[config.mk]
export PLATFORM = sky130hd
export DESIGN_NAME = chunked_serial_adder
export DESIGN_NICKNAME = d
export VERILOG_FILES = /design/src/rtl/adder_pkg.sv /design/src/rtl/full_adder.sv /design/src/rtl/chunked_serial_adder.sv
export SDC_FILE = /design/constraint.sdc
export NUM_CORES = 1
export LEC_CHECK = 0
export ABC_AREA = 1
export CAP_MARGIN = 5
export CORE_MARGIN = 3
export CORE_UTILIZATION = 50
export CTS_CLUSTER_DIAMETER = 100
export CTS_CLUSTER_SIZE = 16
export DETAILED_ROUTE_END_ITERATION = 12
export PLACE_DENSITY = 0.79
export SLEW_MARGIN = 20
export SYNTH_ARGS = -nofsm -noshare
export SYNTH_HDL_FRONTEND = slang
export SYNTH_SLANG_ARGS = --single-unit
[constraint.sdc]
create_clock -name clk -period 2.6 [get_ports clk]
set_input_delay 0.52 -clock clk [delete_from_list [all_inputs] [get_ports clk]]
set_output_delay 0.52 -clock clk [all_outputs]
set_load 0.03 [all_outputs]
[src/rtl/adder_pkg.sv]
// Shared definitions for the chunked serial adder: FSM encoding and a
// width helper for the slice index.
package adder_pkg;

    typedef logic [1:0] state_t;

    localparam state_t S_IDLE = 2'd0;
    localparam state_t S_RUN  = 2'd1;
    localparam state_t S_DONE = 2'd2;

    // Ceiling log2 with a floor of one bit, so a single-slice build still
    // has a real index register.
    function automatic int clog2(input int n);
        int r;
        int v;
        r = 0;
        v = n - 1;
        while (v > 0) begin
            r = r + 1;
            v = v >> 1;
        end
        return (r < 1) ? 1 : r;
    endfunction

endpackage

[src/rtl/full_adder.sv]
// Combinational WIDTH-bit ripple adder with carry in and carry out.
module full_adder #(
    parameter int WIDTH = 4
) (
    input  logic [WIDTH-1:0] a,
    input  logic [WIDTH-1:0] b,
    input  logic             cin,
    output logic [WIDTH-1:0] sum,
    output logic             cout
);

    // Widen by one bit so the top carry lands in cout.
    assign {cout, sum} = {1'b0, a} + {1'b0, b} + {{WIDTH{1'b0}}, cin};

endmodule

[src/rtl/chunked_serial_adder.sv]
// Multi-precision adder: walks CHUNKS slices of WIDTH bits through one
// full_adder, least-significant slice first, with the carry registered
// between slices. Valid/ready handshakes on both the operand and result side.
module chunked_serial_adder
    import adder_pkg::*;
#(
    parameter int WIDTH  = 4,
    parameter int CHUNKS = 4
) (
    input  logic                      clk,
    input  logic                      rst,
    input  logic                      in_valid,
    output logic                      in_ready,
    input  logic [WIDTH*CHUNKS-1:0]   in_a,
    input  logic [WIDTH*CHUNKS-1:0]   in_b,
    input  logic                      in_cin,
    output logic                      out_valid,
    input  logic                      out_ready,
    output logic [WIDTH*CHUNKS-1:0]   out_sum,
    output logic                      out_cout,
    output logic                      busy
);

    localparam int TW    = WIDTH * CHUNKS;
    localparam int IDX_W = clog2(CHUNKS);

    state_t            state_q, state_d;
    logic [IDX_W-1:0]  idx_q, idx_d;
    logic              carry_q, carry_d;
    logic [TW-1:0]     a_q, a_d;
    logic [TW-1:0]     b_q, b_d;
    logic [TW-1:0]     sum_q, sum_d;
    logic              cout_q, cout_d;

    logic [WIDTH-1:0]  fa_a;
    logic [WIDTH-1:0]  fa_b;
    logic [WIDTH-1:0]  fa_sum;
    logic              fa_cout;
    logic              last_slice;

    assign last_slice = (idx_q == IDX_W'(CHUNKS - 1));

    // Slice mux: present the current slice of each captured operand.
    always_comb begin
        fa_a = '0;
        fa_b = '0;
        for (int i = 0; i < CHUNKS; i++) begin
            if (idx_q == IDX_W'(i)) begin
                fa_a = a_q[i*WIDTH +: WIDTH];
                fa_b = b_q[i*WIDTH +: WIDTH];
            end
        end
    end

    full_adder #(.WIDTH(WIDTH)) u_full_adder (
        .a    (fa_a),
        .b    (fa_b),
        .cin  (carry_q),
        .sum  (fa_sum),
        .cout (fa_cout)
    );

    // State register.
    always_ff @(posedge clk or posedge rst) begin
        if (rst) begin
            state_q <= S_IDLE;
        end else begin
            state_q <= state_d;
        end
    end

    // Next-state logic: accept in IDLE, step through slices in RUN,
    // hold the result in DONE until the consumer takes it.
    always_comb begin
        state_d = state_q;
        case (state_q)
            S_IDLE:  if (in_valid)  state_d = S_RUN;
            S_RUN:   if (last_slice) state_d = S_DONE;
            S_DONE:  if (out_ready) state_d = S_IDLE;
            default: state_d = S_IDLE;
        endcase
    end

    // Handshake and status outputs decoded from the state.
    always_comb begin
        in_ready  = (state_q == S_IDLE);
        out_valid = (state_q == S_DONE);
        busy      = (state_q == S_RUN) || (state_q == S_DONE);
    end

    // Datapath next values: operand capture, per-slice sum write-back,
    // carry chaining and final carry-out latch.
    always_comb begin
        idx_d   = idx_q;
        carry_d = carry_q;
        a_d     = a_q;
        b_d     = b_q;
        sum_d   = sum_q;
        cout_d  = cout_q;
        case (state_q)
            S_IDLE: begin
                if (in_valid) begin
                    a_d     = in_a;
                    b_d     = in_b;
                    carry_d = in_cin;
                    idx_d   = '0;
                end
            end
            S_RUN: begin
                for (int i = 0; i < CHUNKS; i++) begin
                    if (idx_q == IDX_W'(i)) begin
                        sum_d[i*WIDTH +: WIDTH] = fa_sum;
                    end
                end
                carry_d = fa_cout;
                if (last_slice) begin
                    cout_d = fa_cout;
                    idx_d  = '0;
                end else begin
                    idx_d = idx_q + IDX_W'(1);
                end
            end
            default: begin
            end
        endcase
    end

    // Datapath registers; result stays put in IDLE until the next run or reset.
    always_ff @(posedge clk or posedge rst) begin
        if (rst) begin
            idx_q   <= '0;
            carry_q <= 1'b0;
            a_q     <= '0;
            b_q     <= '0;
            sum_q   <= '0;
            cout_q  <= 1'b0;
        end else begin
            idx_q   <= idx_d;
            carry_q <= carry_d;
            a_q     <= a_d;
            b_q     <= b_d;
            sum_q   <= sum_d;
            cout_q  <= cout_d;
        end
    end

    assign out_sum  = sum_q;
    assign out_cout = cout_q;

endmodule

After elaboration in Yosys (flattened, before gate mapping):

Index checks and enable logic that the tools add are counted.

* register bits after elaboration: 54
* input port bits: 37
* output and inout bits: 20
* logic and storage cells: 49

* $add $sub $neg: 3
* eq/ne operators: 8
* mux-type cells: 17
* reductions and logical operators: 11

Operator list (number)
* $mux 4: 8
* $reduce_and 2->1: 6
* $mux 2: 5
* $eq 2x2->1 const B: 3
* $pmux 2 s3: 1
* $add 4x4->5: 1
* $add 5x1->5: 1
* $eq 2x1->1 const B: 2
* $logic_not 2->1: 2
* $ne 2x2->1 const B: 2
* $pmux 2 s2: 1
* $reduce_and 3->1: 1
* $add 2x1->2 const B: 1
* $ne 2x1->1 const B: 1
* $pmux 1 s2: 1
* $reduce_bool 2->1: 1
* $logic_or 1x1->1: 1
* $mux 1: 1

Longest topological paths before layout:

Gate-level depths: netlist (run 1).

* depth after elaboration: 8
* mapped depth: 15
* gate-level depth less buffers: 14

Modules after synthesis:

From an unflattened synthesis (run 1), not the netlist that was laid out.

* cell total of the unflattened synthesis: 330
* area, all modules: 2768.9 µm²

By module, submodules not included
* chunked_serial_adder: times used 1, cells each 305, area each 2603.7 µm², sequential area each 1351.3 µm²
* full_adder: times used 1, cells each 25, area each 165.2 µm², sequential area each 0.0 µm²

Least setup slack after synthesis (run 1):

No wires, ideal clock.

* kind: flip-flop to flip-flop
* start: register idx_q[0]
* end: register sum_q[13], in the netlist out_sum[13]
* setup time: 129 ps
* data arrival time: 2112 ps
* required time: 2471 ps
* setup slack: 359 ps
* cell stages (with the launch flop): 13
* buffers on the path: 1
* period minus slack after synthesis: 2241 ps
* cell sequence: dfrtp_1 -> inv_1 -> ha_1 -> buf_4 -> inv_1 -> nand3_1 -> nand2_1 -> nand2_1 -> fa_1 -> inv_1 -> fa_1 -> inv_1 -> o21ai_0

* word-level cells in the longest chain between the ends: 7
* elaborated cells between the ends (all ways): 15
* classes of those cells: add/sub (2); eq/ne (3); mux (8); reduce/logical (2)

Ends and longest elaborated chain
* from (decl): line chunked_serial_adder.sv:28 `logic [IDX_W-1:0] idx_q, idx_d;`
* from (signal assigned): line chunked_serial_adder.sv:138 `idx_q <= idx_d;`
* $logic_not 2->1: line chunked_serial_adder.sv:48 `if (idx_q == IDX_W'(i)) begin`
* $mux 4 (4 in a row): line chunked_serial_adder.sv:48
* $add 4x4->5 *: line full_adder.sv:13 `assign {cout, sum} = {1'b0, a} + {1'b0, b} + {{WIDTH{1'b0}}, cin};`
* $add 5x1->5 *: line full_adder.sv:13
* net fa_sum[1]: line chunked_serial_adder.sv:37 `logic [WIDTH-1:0] fa_sum;`
* to (signal assigned): line chunked_serial_adder.sv:142 `sum_q <= sum_d;`
* to (decl): line chunked_serial_adder.sv:32 `logic [TW-1:0] sum_q, sum_d;`

Mark *: on every way through the listed nets, which the timed path passes. The rest lies on a longest branch.
A chain may end at the register's enable or synchronous reset.

Worst setup path after layout (run 1):

* start: register idx_q[0]
* end: register carry_q

* word-level cells in the longest chain between the ends: 8
* elaborated cells between the ends (all ways): 15
* classes of those cells: add/sub (2); eq/ne (3); mux (9); reduce/logical (1)

Ends and longest elaborated chain
* $logic_not 2->1: line chunked_serial_adder.sv:48
* $mux 4 (4 in a row): line chunked_serial_adder.sv:48
* $add 4x4->5 *: line full_adder.sv:13
* $add 5x1->5 *: line full_adder.sv:13
* $pmux 1 s2 *: line chunked_serial_adder.sv:100 `case (state_q)`
* to (signal assigned): line chunked_serial_adder.sv:139 `carry_q <= carry_d;`
* to (decl): line chunked_serial_adder.sv:29 `logic carry_q, carry_d;`

Mark *: on every way between the ends. The rest lies on a longest branch, timed or not.

==> results of run 1 <==
==> sequential cells by signal (all words and copies together) (netlist names) <==
name / flops
state_q: 2
a_q: 16
carry_q: 1
idx_q: 2
out_cout: 1
b_q: 16
out_sum: 16
==> layout make-up <==
type / instances / area share [%]
clock buffer: 7 / 2.24
clock inverter: 1 / 0.881
inverter: 24 / 2.68
multi-input combinational: 224 / 33.3
sequential: 54 / 39.7
tap: 67 / 2.46
timing repair buffer: 65 / 18.8
==> per-layer routing <==
layer | global-route usage, % | vias up | routed length, µm
met1 | 25.1 | 993 | 2620
met2 | 31.8 | 64 | 2630
met5 | 0 | - | 0
met3 | 4.18 | 11 | 258
li1 | - | 1104 | -
met4 | 8.57 | 0 | 126
==> cell usage after synthesis <==
library cell and number:
sky130_fd_sc_hd__nor2_1 10, sky130_fd_sc_hd__buf_4 4, sky130_fd_sc_hd__fa_1 2, sky130_fd_sc_hd__o211ai_1 3
sky130_fd_sc_hd__ha_1 10, sky130_fd_sc_hd__nand2_1 141, sky130_fd_sc_hd__a21o_1 3, sky130_fd_sc_hd__xnor2_1 1
sky130_fd_sc_hd__clkinv_2 1, sky130_fd_sc_hd__inv_1 20, sky130_fd_sc_hd__nand3_1 10, sky130_fd_sc_hd__o21ai_0 23
sky130_fd_sc_hd__o21ai_2 1, sky130_fd_sc_hd__o21bai_1 1, sky130_fd_sc_hd__nand2_2 1, sky130_fd_sc_hd__a31oi_1 1
sky130_fd_sc_hd__o21ai_1 1, sky130_fd_sc_hd__a21oi_1 13, sky130_fd_sc_hd__buf_6 2, sky130_fd_sc_hd__dfrtp_1 54
sky130_fd_sc_hd__buf_2 2, sky130_fd_sc_hd__clkbuf_1 1, sky130_fd_sc_hd__inv_2 3, sky130_fd_sc_hd__a22oi_1 1
sky130_fd_sc_hd__nand3b_4 1, sky130_fd_sc_hd__or2_1 1
==> critical path, stage by stage, from the launching register on <==
cell and delay [ps]:
sky130_fd_sc_hd__dfrtp_2 450, sky130_fd_sc_hd__inv_2 130, sky130_fd_sc_hd__ha_4 200, sky130_fd_sc_hd__inv_1 80, sky130_fd_sc_hd__nor2_1 120, sky130_fd_sc_hd__nor2_1 70
sky130_fd_sc_hd__a22oi_1 250, sky130_fd_sc_hd__fa_1 220, sky130_fd_sc_hd__inv_1 60, sky130_fd_sc_hd__fa_1 430, sky130_fd_sc_hd__nand3_1 140, sky130_fd_sc_hd__nand2_1 80
sky130_fd_sc_hd__nor2_1 100, sky130_fd_sc_hd__o21bai_1 70
==> cells by family (layout without fill, tap and decap cells) <==
group,count (synthesis),after routing
DFF,54,54
adders and majority gates,12,12
and+or+nand+nor,164,164
buffers and inverters,33,97
AOI/OAI and AO/OA,47,47
xor gates and xnor gates,1,1
==> how the worst max path moves through the flow <==
stage / startpoint / endpoint / slack (ps) / depth (start not counted)
finish: idx_q[0]$_DFFE_PP0P_ / carry_q$_DFFE_PP0P_ / 100 / 13
global route: idx_q[0]$_DFFE_PP0P_ / out_sum[1]$_DFFE_PP0P_ / -20 / 12
CTS: idx_q[0]$_DFFE_PP0P_ / out_sum[14]$_DFFE_PP0P_ / 30 / 11
detailed placement: idx_q[1]$_DFFE_PP0P_ / out_sum[1]$_DFFE_PP0P_ / -30 / 12
global placement: idx_q[0]$_DFFE_PP0P_ / out_sum[6]$_DFFE_PP0P_ / 190 / 11
floorplan: idx_q[0]$_DFFE_PP0P_ / out_sum[13]$_DFFE_PP0P_ / 360 / 12
==> report_power, final <==
part / switching, mW / internal [mW] / leakage [nW]
logic: 1.52 / 1.01 / 0.999
clock network: 0.256 / 0.288 / 0.0524
registers: 0.228 / 1.23 / 0.674
==> metrics by stage <==
stage          util (%)  cell area, µm²  hold WS, ps
2_1_floorplan         -            2590          444
3_3_place_gp       66.0            3220          464
3_5_place_dp       66.0            3220          466
4_1_cts            68.2            3330          489
5_1_grt            69.9            3410          510
6_report           69.9            3410          487
==> what timing repair did <==
| action | 4_1_cts | 5_1_grt |
|---|---|---|
| setup buffers | 0 | 4 |
| resized for setup | 1 | 12 |
| endpoints found under the setup margin | 4 | 13 |
==> results.md, run 1 <==
Status:
- The flow ran to the end, and the final reports show no timing, DRC or antenna violations.

Final layout:
- Fill cells in the final layout number between 400 and 500.
- For this run, the number of standard cells in the final layout without fillers is 442.
- The net count of the finished layout is between 400 and 500.
- In the final layout, flip-flops and latches occupy 1350 µm².
- In the layout the commonest cells are sky130_fd_sc_hd__nand2_1 (141), sky130_fd_sc_hd__clkdlybuf4s50_1 (56), sky130_fd_sc_hd__dfrtp_1 (53), sky130_fd_sc_hd__o21ai_0 (22), sky130_fd_sc_hd__inv_1 (17).
- Compared with the post-synthesis result, the final layout area differs by 31.5%.
- The area of the multi-input gates is 1130 µm².
- The fraction of final layout cells sized beyond drive strength 1 is 8.53%.
- Leaving out fill and tap cells, the most frequent cell in the layout is sky130_fd_sc_hd__nand2_1.
- The number of antenna diodes in the final layout is 0.

Clock tree:
- Clock-pin slew was measured on the worst setup and hold paths at 90 ps.
- The deepest clock path buffer count is 2.
- For this design, the CTS-stage hold fixing added 0 buffers.
- Clock tree synthesis inserted a total of 5 buffers.
- CTS placed an instance of sky130_fd_sc_hd__clkbuf_8 at the clock tree root.
- TritonCTS built the clock tree.
- The maximum level of the CTS H-tree is 2.
- The later-pin clock latency in the skew report is around 300 ps.
- The clock drives between 50 and 60 sinks.

Timing:
- The count of endpoints failing hold in the final timing report is 0.
- The final worst clock skew is 2.87 ps.
- The upper clock frequency limit is between 400 and 500 MHz.
- The final setup slack of the worst path is 103 ps.
- The final critical delay including setup and external delays is ~2500 ps.
- The worst pin sits at a relative slew slack of 66.7%.
- The slew at the pin closest to its max-slew limit is approximately 500 ps.
- The total setup violations reported at the end of the flow is 0.
- The final max-slew violation count came to 0.
- After routing, the total negative slack on setup checks comes to 0 ps.
- The final critical path takes up between 90 and 100% of the cycle.

Logic synthesis:
- Sequential elements use a little over half of the synthesized area.
- The share of the synthesized area in compound gates (AO/OA/AOI/OAI) is between 10 and 15%.
- Yosys attributes the largest share of cell area to sky130_fd_sc_hd__dfrtp_1 (52%), sky130_fd_sc_hd__nand2_1 (20%), sky130_fd_sc_hd__ha_1 (4.8%), sky130_fd_sc_hd__o21ai_0 (4.4%), sky130_fd_sc_hd__inv_1 (2.9%).
- The share of the synthesized netlist area taken by xor and xnor gates is less than 1%.
- The average instance in the mapped netlist occupies about 8.3 µm².
- Of the total synthesized cell area, the portion taken by full adders, half adders and majority gates is 6.37%.
- The mapped netlist covers approximately 2600 µm².
- The post-synthesis simple-gate area fraction is 25.0%.
- The flip-flop and latch count after synthesis is 54.
- The dominant combinational cell family by area after synthesis is simple AND/OR/NAND/NOR gates.
- Synthesis produced a netlist with a net count of between 300 and 400.
- Counting every instance in the synthesized netlist gives approximately 310.
- The yosys synthesis warning count is 0.
- The top cell type's share of synthesized area is between 50 and 60%.
- In the synthesized netlist, mux cells make up 0% of the area.
- The unique cell type count in the Yosys netlist is 26.
- The leading area contributor after synthesis is sky130_fd_sc_hd__dfrtp_1.

Drt:
- The total vias in the final route is ~2,200.
- The number of detailed-routing iterations run before antenna repair is 4.
- The DRC marker count from the first detailed-route iteration is roughly 140.
- For this block, the routed nets add up to approximately 5600 µm of wire.
- After detailed routing, the average wire length per cell comes to around 13 µm.
- The detail route stage leaves a number of antenna-violating nets equal to 0.
- The detail-routed via count per cell is 4.91.
- The number of remaining DRC errors is 0.

Floorplanning:
- The die is 78.0 µm tall.
- The die covers between 6000 and 7000 µm².
- The initialized floorplan defines 25 standard-cell rows.
- The die extent in x is a little under 80 µm.
- For this design the top-level I/O count stands at between 50 and 60.
- The total core area is between 4000 and 5000 µm².
- The initial utilization of the core area, before any placement, comes to approximately 53%.

Flow run:
- The total of max-cap violations is 0.

Critical path:
- For the worst setup path, the data required time is 2800 ps.
- In this run the critical register-to-register path is captured at carry_q$_DFFE_PP0P_.
- STA classifies the critical path endpoint as a register.
- The startpoint class of the critical path is a register.
- Along the worst path, the maximum fanout reaches 7.
- The worst reg-to-reg path cell count is 13.
- The startpoint of the worst register-to-register path is idx_q[0]$_DFFE_PP0P_.
- The worst setup path is of the register to register kind.
- The worst path arrival time is about 2700 ps.
- Setup slack on the worst reg-to-reg path comes out at a little over 100 ps.

Global route:
- The first-pass GRT wire length is 9380 µm.
- Entering global routing, the biggest net connects 36 pins.
- The number of antenna violations at the first check in global routing is 0.
- The via count of the first global-routing pass is between 2,000 and 2,500.
- The global-route usage over all layers is between 10% and 20%.
- The overall overflow remaining after global route is 0.

Hold path:
- The path category of the worst min-delay check is register to register.
- The hold-critical path endpoint is out_sum[7]$_DFFE_PP0P_.
- The depth of the worst hold-timing path is 2.
- The launch instance of the worst min-delay path is out_sum[7]$_DFFE_PP0P_.

Placement:
- The final estimated routing congestion in global placement is about 0.87.
- The number of placed instances, taps included, is 430.
- The HPWL after detailed placement is between 4000 and 5000 µm.
- The worst setup timing slack at the placement stage is -26.9 ps.
- The count of input and output buffers is between 50 and 60.

Power and ir drop:
- The maximum vdd drop is between 0.0005 and 0.0006 V.
- For this design the static power due to leakage is 1.73 nW.
- In this run the power density over the cells is around 1300 nW/µm².
- Overall power consumption after layout is estimated at 4.54 mW.
Power figures use the tool's default switching activity.
==> run 2, diff against run 1 <==
--- a/config.mk
+++ b/config.mk
@@ -13,6 +13,7 @@
 export CTS_CLUSTER_SIZE = 16
 export DETAILED_ROUTE_END_ITERATION = 12
 export PLACE_DENSITY = 0.79
+export SKIP_CTS_REPAIR_TIMING = 1
 export SLEW_MARGIN = 20
 export SYNTH_ARGS = -nofsm -noshare
 export SYNTH_HDL_FRONTEND = slang
==> run 2 against run 1 <==
Critical path depth unchanged. Design area unchanged. Utilization unchanged. Clock skew about the same. Highest routed layer unchanged. Total power up 0.36%. Critical path type unchanged.
==> results.md, run 2 (same netlist as run 1, synthesis figures left out) <==
Flow run:
- The tool flagged a number of max-cap violations equal to 0.

Final layout:
- The library cell used most frequently in the layout, excluding fill and tap cells, is sky130_fd_sc_hd__nand2_1.
- The number of antenna repair diodes is 0.
- Leaving out fill and tap cells, the most frequent cells in the layout are sky130_fd_sc_hd__nand2_1 (141), sky130_fd_sc_hd__clkdlybuf4s50_1 (56), sky130_fd_sc_hd__dfrtp_1 (53), sky130_fd_sc_hd__o21ai_0 (22), sky130_fd_sc_hd__inv_1 (17).
- Compared with the post-synthesis result, the final layout area differs by 31.5%.
- The number of nets in the layout is 423.
- In the final layout, the share of cells above drive strength 1 is 8.53%.
- The number of standard cells in the final layout excluding fillers is 442.

Critical path:
- The required time at the endpoint of the critical path is 2800 ps.
- The sort of element at the end of the critical path is a register.
- The worst path arrival time is about 2700 ps.
- Of all nets on the critical path, the largest fanout is 7.
- The critical path start-end classification is register to register.
- In this run the register-to-register setup slack is just under 80 ps.
- The startpoint class of the critical path is a register.

Floorplanning:
- For this configuration, the core starts out at a cell density of roughly 53%.
- Measured along the x axis, the die boundary spans approximately 78 µm.
- The floorplan has 25 rows.
- The total core area is ~5000 µm².
- The die covers between 6000 and 7000 µm².
- The die outline height is roughly 80 µm.
- between 50 and 60 I/O pins were placed.

Clock tree:
- The maximum level of the CTS H-tree is 2.
- The CTS tree is yes.
- The clock net in this run drives a total of 54 sinks.
- The CTS buffer count is 5.
- The deepest clock path buffer count is 2.
- The cell at the root of the clock tree is sky130_fd_sc_hd__clkbuf_8.
- The CTS clock-pin slew for the worst setup and hold paths is roughly 90 ps.
- At the later pin of the worst-skew pair, clock insertion delay measures ~310 ps.

Placement:
- The number of cells in the design after placement is 430.
- The half-perimeter wire length of the detailed placement result is around 4200 µm.
- At the end of routability-driven placement, the weighted congestion stood at just under 0.9.
- The count of input and output buffers is between 50 and 60.

Global route:
- The via count of the first global-routing pass is between 2,000 and 2,500.
- The global-route usage over all layers is between 10% and 20%.
- The number of antenna violations at the first check in global routing is 0.
- The first global-routing pass estimated 9360 µm of wire.
- Entering global routing, the biggest net connects 36 pins.
- After global routing the overflow that remains totals 0.

Timing:
- The count of endpoints failing hold in the final timing report is 0.
- The clock arrives with 2.84 ps of skew.
- The slew at the pin closest to its max-slew limit is approximately 500 ps.
- The share of the clock period used by the worst path after layout is between 90% and 100%.
- The final max-slew violation count is 0.
- Setup violations remaining at the end of the flow were counted as 0.
- The upper clock frequency limit is 397 MHz.
- The worst path needs 2520 ps of the cycle, external delays included.
- The worst relative slew slack is roughly two thirds.

Drt:
- The final antenna-violating net count is 0.
- The number of remaining DRC errors is 0.
- For this block, the via count after detailed routing is ~2,200.
- Dividing the detail-routed via count by the number of cells gives ~5.0.
- For this run, the detailed router's first-pass iteration total came to 5.
- The detailed router finished its first iteration with between 100 and 150 violations.
- The final layout contains routed wiring with a total length of 5750 µm.
- The routed length per placed instance is 13.0 µm.

Power and ir drop:
- The share of total power consumed by net switching is 44.4%.
- The maximum vdd drop is about 0.00052 V.
- Combinational logic burns 55.8% of the power.
- Power comes to 4.56 mW.
- The static power due to leakage is approximately 1.7 nW.
- The sequential share of power is 32.2%.
- The internal power summed over all cells is between 2 and 3 mW.
- In this run, the clock network consumes roughly an eighth of the power.
- In this run the power density over the cells is 1340 nW/µm².
- The net switching power of the design is between 2 and 2.5 mW.

Status:
- The run finished with clean final reports.

Hold path:
- The path category of the worst min-delay check is register to register.
-- run 2: cell counts in the layout (fill, tap and decap cells not counted) --
Identical to the previous run, type by type.
-- run 2: final timing paths --
| check | start | end | cells past startpoint |
|---|---|---|---|
| max | idx_q[0]$_DFFE_PP0P_ | carry_q$_DFFE_PP0P_ | 13 |
| min | out_sum[7]$_DFFE_PP0P_ | out_sum[7]$_DFFE_PP0P_ | 2 |
| max reg2reg | idx_q[0]$_DFFE_PP0P_ | carry_q$_DFFE_PP0P_ | 13 |
| min reg2reg | out_sum[7]$_DFFE_PP0P_ | out_sum[7]$_DFFE_PP0P_ | 2 |
| max in group asynchronous | rst | a_q[7]$_DFFE_PP0P_ | 3 |
| min in group asynchronous | rst | state_q[0]$_DFFE_PP0P_ | 2 |
-- run 2: through the flow --
stage          TNS [ps]  area [µm²]  hold WS, ps  utilization [%]  setup slack (ps)
6_report              0        3410          486             69.9              78.3
5_1_grt            -309        3410          510             69.9             -44.6
4_1_cts            -141        3330          489             68.2             -41.1
3_5_place_dp      -83.9        3220          466             66.0             -26.9
3_3_place_gp          0        3220          464             66.0               186
2_1_floorplan         0        2590          444                -               359
-- run 2: per-layer routing --
layer | part of all wire, % | global-route usage [%]
met2 | 46 | 31.8
met1 | 46 | 25.0
met5 | 0 | 0
met3 | 5.5 | 4.18
met4 | 2.1 | 8.57
-- run 2: cell type report --
class / count / area [µm²]
clock inverters: 1 / 30.0
well taps: 67 / 83.8
fillers: 424 / 1470
flip-flops and latches: 54 / 1350
multi-input cells: 224 / 1130
inverters: 24 / 91.3
repair buffers: 65 / 641
clock buffers: 7 / 76.3
-- run 2: worst max-delay path, stage by stage, from the launching register on --
cell and delay [ps]:
sky130_fd_sc_hd__dfrtp_2 460, sky130_fd_sc_hd__inv_2 140, sky130_fd_sc_hd__ha_4 200, sky130_fd_sc_hd__inv_1 80
sky130_fd_sc_hd__nor2_1 120, sky130_fd_sc_hd__nor2_1 80, sky130_fd_sc_hd__a22oi_1 250, sky130_fd_sc_hd__fa_1 220
sky130_fd_sc_hd__inv_1 60, sky130_fd_sc_hd__fa_1 430, sky130_fd_sc_hd__nand3_1 140, sky130_fd_sc_hd__nand2_1 80
sky130_fd_sc_hd__nor2_1 100, sky130_fd_sc_hd__o21bai_1 60
-- run 2: power groups by stage --
stage | Sequential, mW | Combinational (mW) | Clock [mW]
6_report | 1.47 | 2.54 | 0.546
5_1_grt | 1.52 | 2.86 | 0.584
3_3_place_gp | 1.47 | 2.28 | 0
3_5_place_dp | 1.48 | 2.36 | 0
4_1_cts | 1.46 | 2.38 | 0.559
2_1_floorplan | 1.63 | 1.47 | 0
==> run 3, diff against run 2 <==
--- a/config.mk
+++ b/config.mk
@@ -8,13 +8,12 @@
 export ABC_AREA = 1
 export CAP_MARGIN = 5
 export CORE_MARGIN = 3
-export CORE_UTILIZATION = 50
+export CORE_UTILIZATION = 30
 export CTS_CLUSTER_DIAMETER = 100
-export CTS_CLUSTER_SIZE = 16
+export CTS_CLUSTER_SIZE = 40
 export DETAILED_ROUTE_END_ITERATION = 12
-export PLACE_DENSITY = 0.79
 export SKIP_CTS_REPAIR_TIMING = 1
-export SLEW_MARGIN = 20
+export SLEW_MARGIN = 0
 export SYNTH_ARGS = -nofsm -noshare
 export SYNTH_HDL_FRONTEND = slang
 export SYNTH_SLANG_ARGS = --single-unit
==> run 3 against run 2 <==
Combinational power is essentially flat. Wire length grew 4.6%. Hold slack gained 5.1 ps. Critical path type unchanged.
==> results.md, run 3 (same netlist as run 1, synthesis figures left out) <==
Status:
- The flow ran to the end, and the final reports show no timing, DRC or antenna violations.

Clock tree:
- The clock passes through at most 2 buffers.
- Clock-pin slew was measured on the worst setup and hold paths at about 90 ps.
- The later-pin clock latency in the skew report is a little over 300 ps.
- The CTS tree is yes.
- The H-tree was split into 2 levels.
- Clock tree synthesis inserted a total of 5 buffers.
- The clock net sink count is 54.
- The cell at the root of the clock tree is sky130_fd_sc_hd__clkbuf_8.

Timing:
- Setup slack closes at between 150 and 200 ps.
- In the finished design, the share of the clock period the worst path needs comes to between 90% and 100%.
- Setup repair after global routing left no endpoint under its margin.
- The final worst clock skew is roughly 8.2 ps.
- The worst pin sits at a relative slew slack of approximately 60%.
- Adding up every negative setup slack in the final design gives 0 ps.
- For the finished layout, the period the worst path requires is 2420 ps.
- The count of endpoints failing hold in the final timing report is 0.
- The total setup violations reported at the end of the flow is 0.
- The upper clock frequency limit is 414 MHz.
- The tightest hold path in the finished design has a slack of a little under 500 ps.
- At the pin with the least slew margin, the transition time is about 600 ps.
- The final max-slew violation count was 0.

Final layout:
- The register area is between 1000 and 1500 µm².
- Once layout is complete, the utilization of the core stands at between 40% and 50%.
- The area of the multi-input gates is approximately 1100 µm².
- Leaving out fill and tap cells, the most frequent cells in the layout are sky130_fd_sc_hd__nand2_1 (141), sky130_fd_sc_hd__clkdlybuf4s50_1 (56), sky130_fd_sc_hd__dfrtp_1 (54), sky130_fd_sc_hd__o21ai_0 (23), sky130_fd_sc_hd__inv_1 (16).
- The number of standard cells in the final layout excluding fillers is 474.
- 0 antenna diodes ended up in the layout.
- The number of nets in the layout is approximately 420.
- After filler insertion, the fill cell instance count of the layout stands at ~860.
- The post-route netlist has between 8 and 9% of its cells at a drive strength greater than 1.
- The leading cell type in the layout, fill and taps excluded is sky130_fd_sc_hd__nand2_1.
- The layout overhead on the synthesized area is 31.1%.
- After routing the design area is approximately 3400 µm².

Floorplanning:
- The die area is 9790 µm².
- The die outline height is between 90 and 100 µm.
- The floorplan step set the die width to between 90 and 100 µm.
- The initial core utilization is 31.2%.
- The core region is 8300 µm².
- The floorplan has 33 rows.
- The boundary pin count is 57.

Critical path:
- The worst setup path is launched from a register.
- Setup slack on the worst reg-to-reg path comes out at approximately 180 ps.
- The worst setup path is captured at a register.
- Along the worst path, the maximum fanout reaches 7.
- The critical path start-end classification is register to register.
- The required time at the endpoint of the critical path is between 2000 and 3000 ps.
- Data arrives at the worst endpoint at roughly 2600 ps.

Drt:
- In the routed layout, each cell is associated on average with a via count of ~4.6.
- For this block, the via count after detailed routing is ~2,200.
- The routed length per placed instance is between 10 and 15 µm.
- The number of remaining DRC errors is 0.
- The sum of routed wire length over all layers is approximately 6000 µm.
- For this run, the detailed router's first-pass iteration total came to 4.
- The final antenna-violating net count is 0.
- The DRC marker count from the first detailed-route iteration is 119.

Global route:
- The via count of the first global-routing pass is approximately 2,100.
- For this run, the total global-route usage over all layers was measured as around 13%.
- The first global-routing pass estimated 10,200 µm of wire.
- The overall overflow remaining after global route is 0.
- The number of antenna violations at the first check in global routing is 0.
- The maximum number of pins on one net before global-route repair is 36.

Power and ir drop:
- Summing internal, switching and leakage power gives 4.45 mW.
- The maximum vdd drop is approximately 0.00038 V.
- The internal power of the cells totals between 2 and 2.5 mW.
- The power share of the combinational group is a little under three fifths.
- Summed over all nets, the switching power comes to just over 2 mW.
- Summed over all cells, the static leakage comes to approximately 1.7 nW.
- In this run switching power makes up ~46% of total power.
- In this run the power density over the cells is about 1300 nW/µm².
- The share of total power dissipated in the clock network is 10.1%.
- Per report_power, the sequential group accounts for 32.9% of the total.

Flow run:
- The total of max-cap violations is 0.

Placement:
- The worst setup timing slack at the placement stage is roughly 40 ps.
- The number of cells in the design after placement is between 400 and 500.
- Detailed placement ended at an HPWL of ~4500 µm.
- The count of input and output buffers is 56.
- At the end of routability-driven placement, the weighted congestion stood at between 0.8 and 0.9.
- The placed cell area is 3250 µm².

Hold path:
- The worst hold path belongs to the class register to register.
==> run 3: worst paths after layout <==
| path | from | to | cells after the start |
|---|---|---|---|
| max in group asynchronous | rst | a_q[7]$_DFFE_PP0P_ | 3 |
| max | idx_q[0]$_DFFE_PP0P_ | out_sum[1]$_DFFE_PP0P_ | 11 |
| min | a_q[9]$_DFFE_PP0P_ | a_q[9]$_DFFE_PP0P_ | 2 |
| min reg2reg | a_q[9]$_DFFE_PP0P_ | a_q[9]$_DFFE_PP0P_ | 2 |
| min in group asynchronous | rst | state_q[0]$_DFFE_PP0P_ | 2 |
| max reg2reg | idx_q[0]$_DFFE_PP0P_ | out_sum[1]$_DFFE_PP0P_ | 11 |
==> run 3: cell type report <==
cell class              instances  area share (%)
clock buffers                   5            2.03
clock inverters                 2           0.442
inverters                      24            2.69
multi-input cells             224            33.5
flip-flops and latches         54            39.8
well taps                     105            3.87
repair buffers                 60            17.7
==> run 3: critical path: stages (launching register included) <==
cell and delay (ps):
sky130_fd_sc_hd__dfrtp_1 420, sky130_fd_sc_hd__inv_2 120, sky130_fd_sc_hd__ha_2 220, sky130_fd_sc_hd__buf_4 160, sky130_fd_sc_hd__a21oi_1 90, sky130_fd_sc_hd__nand2_1 80, sky130_fd_sc_hd__nand2_1 60, sky130_fd_sc_hd__fa_1 380
sky130_fd_sc_hd__inv_1 110, sky130_fd_sc_hd__fa_1 420, sky130_fd_sc_hd__inv_1 130, sky130_fd_sc_hd__o21ai_0 110
==> run 3: layer usage <==
layer | GRT usage (%) | vias up | share of wire [%]
met2 | 19.9 | 50 | 47
met4 | 2.84 | 0 | 1.3
met1 | 18.2 | 1006 | 47
met3 | 2.90 | 8 | 5.1
li1 | - | 1097 | -
met5 | 0 | - | 0
==> run 3: power by group through the flow <==
stage,logic [mW],clock network (mW),registers (mW)
floorplan,1.47,0,1.63
global placement,2.33,0,1.48
detailed placement,2.38,0,1.48
CTS,2.39,0.470,1.46
global route,2.83,0.507,1.52
finish,2.53,0.450,1.46
==> RTL edit 1: new RTL, settings of run 3 <==
`a_q`, `b_q` and `sum_q` no longer have a reset.
--- a/src/rtl/chunked_serial_adder.sv
+++ b/src/rtl/chunked_serial_adder.sv
@@ -131,16 +131,16 @@
             idx_q   <= '0;
             carry_q <= 1'b0;
-            a_q     <= '0;
-            b_q     <= '0;
-            sum_q   <= '0;
             cout_q  <= 1'b0;
         end else begin
             idx_q   <= idx_d;
             carry_q <= carry_d;
-            a_q     <= a_d;
-            b_q     <= b_d;
-            sum_q   <= sum_d;
             cout_q  <= cout_d;
         end
+    end
+
+    always_ff @(posedge clk) begin
+        a_q   <= a_d;
+        b_q   <= b_d;
+        sum_q <= sum_d;
     end
 
Behaviour: differs if rst is asserted again (counterexample within 4 cycles, from zero or initial values and one cycle with rst high); with rst held inactive, the same outputs for 10 cycles.
==> RTL edit 1 against run 3 <==
- sequential cell count unchanged
- total power shrank 17%
- synthesized area shrank 10%
- worst setup slack got worse by 0.013 ns
- via count decreased by 32%
- routed wire length decreased by 26%
- cell area down 8.0%
- global-route usage is 2.2 points lower
- critical path type unchanged
- largest cell class unchanged
==> RTL edit 1: results (changes against run 3) <==
Yosys
  • Most area-hungry cell type in the Yosys netlist: edfxtp_1
  • Mapped Nets: 238 (-34%)
  • Async SR Flop Fraction: 11.1% (-89 points)
  • Number of synthesized flops with an enable pin: 48 (+48)
  • Commonest cells post-synth: edfxtp_1, nand2_1, inv_1
  • Library cells used by synthesis: 23 (-12%)
  • Seq/Total Area, Yosys: 68.5% (+16 points)
  • Ranking of synthesized cells by area: edfxtp_1, nand2_1, dfrtp_1

Detailed routing
  • Vias: 1470 (-32%)
  • Routed WL per cell: 12.6 um (-0.29%)

Status
  • Status: completed

Setup path
  • Crit path max fanout: 10 (+3)
  • R2r endpoint: carry_q
  • Crit path DAT: 2.63 ns (+0.03 ns)
  • Reg2Reg Depth: 13 (+2)
  • Slowest stage cell, crit path: fa_1

Placed design
  • RD Place Congestion: 0.777 (-9.6%)
  • Placed inst area: 0.00299 sq mm (-8.1%)
  • DP HPWL: 3360 um (-25%)
  • Dpl cells: 343 (-26%)

Global route
  • Largest net degree at the start of global routing: 33 (-8.3%)
  • Global-route wire length before repair: 7140 um (-30%)

Pwr
  • Max VDD drop: 335 uV (-11%)
  • Static leakage: 1.25 nW (-26%)

Finish
  • Layout net count: 302 (-28%)
  • Ratio of cells with drive above 1 in the final layout: 7.87% (-0.53 points)
  • Non-Filler Instances: 353 (-26%)

CTS
  • Num CTS Buffers: 5 (unchanged)
  • Skew-Pair Late Insertion Delay: 0.31 ns (about the same)

Hold path
  • Hold Crit Class: input port to asynchronous set/reset pin

Timing
  • Worst clock skew: 0.00860 ns (+0.000419 ns)
  • Worst-margin pin slew: 0.501 ns (-0.0983 ns)
## RTL edit 1: where the power goes
part | total [W] | switching, W | internal (W)
sequential | 0.00146 | 0.0000778 | 0.00138
combinational | 0.00166 | 0.00103 | 0.000622
clock | 0.000562 | 0.000275 | 0.000288
## RTL edit 1: worst max-delay path by stage
stage	start	endpoint	slack (ns)	depth (start not counted)
2_1_floorplan	idx_q[1]	out_sum[13]	0.36	12
3_3_place_gp	idx_q[0]	out_sum[14]	0.16	10
3_5_place_dp	idx_q[0]	out_sum[10]	0.09	10
4_1_cts	idx_q[0]	out_sum[10]	0.06	10
5_1_grt	idx_q[0]	carry_q	0.004	13
6_report	idx_q[0]	carry_q	0.17	13
## RTL edit 1: per-layer routing
metal / track usage [%] / up-vias / routed length, um / share of wire, %
met4: 3.25 / 0 / 45 / 1.0
met2: 16.0 / 49 / 1960 / 44
met5: 0 / - / 0 / 0
met3: 3.04 / 4 / 295 / 6.6
met1: 14.7 / 659 / 2170 / 49
li1: - / 758 / - / -
## RTL edit 1: kinds of logic after synthesis
family / Yosys count / share of synthesized area, %
simple gates: 79 / 14.4
buf+inv: 27 / 5.77
flops: 54 / 68.5
compound gates: 16 / 3.77
xor+xnor: 1 / 0.377
fa+ha+maj: 12 / 7.11
## RTL edit 1: through the flow
step           total power (W)  hold WS, ns
3_3_place_gp           0.00304        0.472
2_1_floorplan          0.00258        0.311
3_5_place_dp           0.00310        0.471
5_1_grt                0.00393        0.455
4_1_cts                0.00366        0.443
6_report               0.00368        0.432
## RTL edit 1: cell type report
type	count	area (sq um)
clock buffers	6	72.6
repair buffers	62	606
inverters	22	87.6
multi-input cells	108	607
clock inverters	2	37.5
fillers	710	4240
flip-flops and latches	54	1590
well taps	99	124
==> RTL edit 2: new RTL, flow settings as in run 3 <==
Without the edit above. The parameter `CHUNKS` goes from 4 to 8.
--- a/src/rtl/chunked_serial_adder.sv
+++ b/src/rtl/chunked_serial_adder.sv
@@ -6,5 +6,5 @@
 #(
     parameter int WIDTH  = 4,
-    parameter int CHUNKS = 4
+    parameter int CHUNKS = 8
 ) (
     input  logic                      clk,
Ports: changed (resized in_a, in_b and out_sum); port bits go from 57 to 105. No check against the original RTL was run, so the function may have changed too.
==> RTL edit 2 against run 3 <==
- synthesized area increased by 89%
- cell area is 110% higher
- sequential power rose by 88%
- total power is 120% higher
- count of clock-buffer cells in the layout is 6 higher
- critical endpoint is now out_sum[2]
- sequential cell count rose by 49
- highest routed layer unchanged
- utilization up 3.9 points
- die area rose by 83%
- the run now ends with negative setup slack left
- critical path type unchanged
- maximum frequency is 12% lower
- worst setup slack got worse by 0.34 ns
- routed wire length is 110% higher
==> RTL edit 2: results (changes against run 3) <==
Status
  • Status: complete, but fails checks
  • Failing checks: negative setup slack

CTS
  • CTS H-tree lvls: 3 (+1)
  • Clock buffer depth: 2 (unchanged)
  • Skew-Pair Late Insertion Delay: 0.35 ns (+0.04 ns)
  • Reg clk slew, reported paths: 0.07 ns (-0.02 ns)
  • Clk root buf: clkbuf_16
  • Num CTS Buffers: 9 (+4)

Timing
  • Final setup margin: -0.153 ns (-0.336 ns)
  • TNS Setup: -1.79 ns (-1.79 ns)
  • Final setup fails: 25 (+25)
  • Rel. slew slack: 67.7% (+7.7 points)
  • Worst clock skew: 0.00624 ns (-0.00194 ns)
  • Fin Hold WS: 0.451 ns (-0.0403 ns)

Placed design
  • Port bufs: 104 (+86%)
  • Worst slack at placement: -0.187 ns (-0.227 ns)
  • Placed inst area: 0.00662 sq mm (+100%)
  • RD Place Congestion: 0.844 (-1.9%)
  • Dpl cells: 961 (+110%)
  • DP HPWL: 9750 um (+120%)

Yosys
  • Syn. warnings: 0 (unchanged)
  • Async SR Flop Fraction: 100% (unchanged)
  • Ranking of synthesized cells by area: dfrtp_1, nand2_1, o21ai_0
  • Commonest cells post-synth: nand2_1, dfrtp_1, inv_1
  • Synth Instances: 611 (+96%)
  • Mapped Nets: 694 (+93%)
  • Seq/Total Area, Yosys: 52.6% (+0.44 points)
  • Library cells used by synthesis: 31 (+19%)

Setup path
  • Reg2reg start: idx_q[1]
  • Slowest stage cell, crit path: fa_2
  • Reg2Reg Depth: 14 (+3)
  • Delay-heaviest family, CP: adder cells
  • Slowest stage delay, CP: 0.45 ns (+0.03 ns)
  • R2r endpoint: out_sum[2]
  • Crit path max fanout: 4 (-3)

Global route
  • Global-route wire length before repair: 21100 um (+110%)
  • Overall Global Routing Usage: 14.9% (+2.1 points)
  • Largest net degree at the start of global routing: 49 (+36%)
  • Initial antenna violation count: 0 (unchanged)

Detailed routing
  • Routed WL per cell: 13.1 um (+3.0%)
  • Routed vias/inst: 4.26 (-6.5%)
  • First-pass DRT Iterations: 4 (unchanged)
  • Vias: 4189 (+94%)
  • DR iter-0 viols: 274 (+130%)

Finish
  • Fill count: 1615 (+89%)
  • Ratio of cells with drive above 1 in the final layout: 18.3% (+9.9 points)
  • Layout net count: 845 (+100%)
  • N_diodes: 0 (unchanged)

Hold path
  • Hold Crit Class: input port to asynchronous set/reset pin

Pwr
  • Max VDD drop: 996 uV (+160%)
  • Static leakage: 3.53 nW (+110%)
-- RTL edit 2: changes by cell type after synthesis, sizes merged, moves of 4 or more --
cell,run 3,this run
nand2,142,288
dfrtp,54,103
inv,23,57
o21ai,25,49
nand3,10,26
nor2,10,21
clkbuf,1,10
or2,1,5
-- RTL edit 2: final cells by class --
type	count	area, sq um	area share [%]
well taps	216	270	3.78
clock inverters	5	42.5	0.595
inverters	59	246	3.45
repair buffers	158	1530	21.4
clock buffers	11	253	3.54
flip-flops and latches	103	2580	36.1
multi-input cells	431	2220	31.1
-- RTL edit 2: logic make-up after synthesis --
family	share of synthesized area, %
AOI/OAI and AO/OA	8.27
buffers and inverters	6.46
DFF	52.6
and+or+nand+nor	28.0
muxes	0.459
adders and majority gates	3.88
xor gates and xnor gates	0.357
-- RTL edit 2: layer usage --
metal  vias up  part of all wire (%)  wire length, um  GRT usage, %
li1       2202                     -                -             -
met5         -                     0                0             0
met3        12                   4.2              535          3.23
met1      1909                    48             6190          21.2
met2        66                    46             5940          23.1
met4         0                   1.3              173          3.94
-- RTL edit 2: how the worst max path moves through the flow --
stage | endpoint | cells past startpoint | slack [ns] | start
2_1_floorplan | out_sum[14] | 13 | -0.12 | idx_q[2]
3_3_place_gp | out_sum[14] | 15 | -0.12 | idx_q[1]
3_5_place_dp | out_sum[14] | 15 | -0.19 | idx_q[1]
4_1_cts | out_sum[2] | 15 | -0.19 | idx_q[1]
5_1_grt | out_sum[2] | 15 | -0.26 | idx_q[1]
6_report | out_sum[2] | 14 | -0.15 | idx_q[1]
-- RTL edit 2: where the power goes --
group	internal (W)	leakage, nW	switching, W
Combinational	0.00242	2.09	0.00332
Clock	0.000708	0.142	0.000598
Sequential	0.00233	1.30	0.000423
Total	0.00546	3.53	0.00434
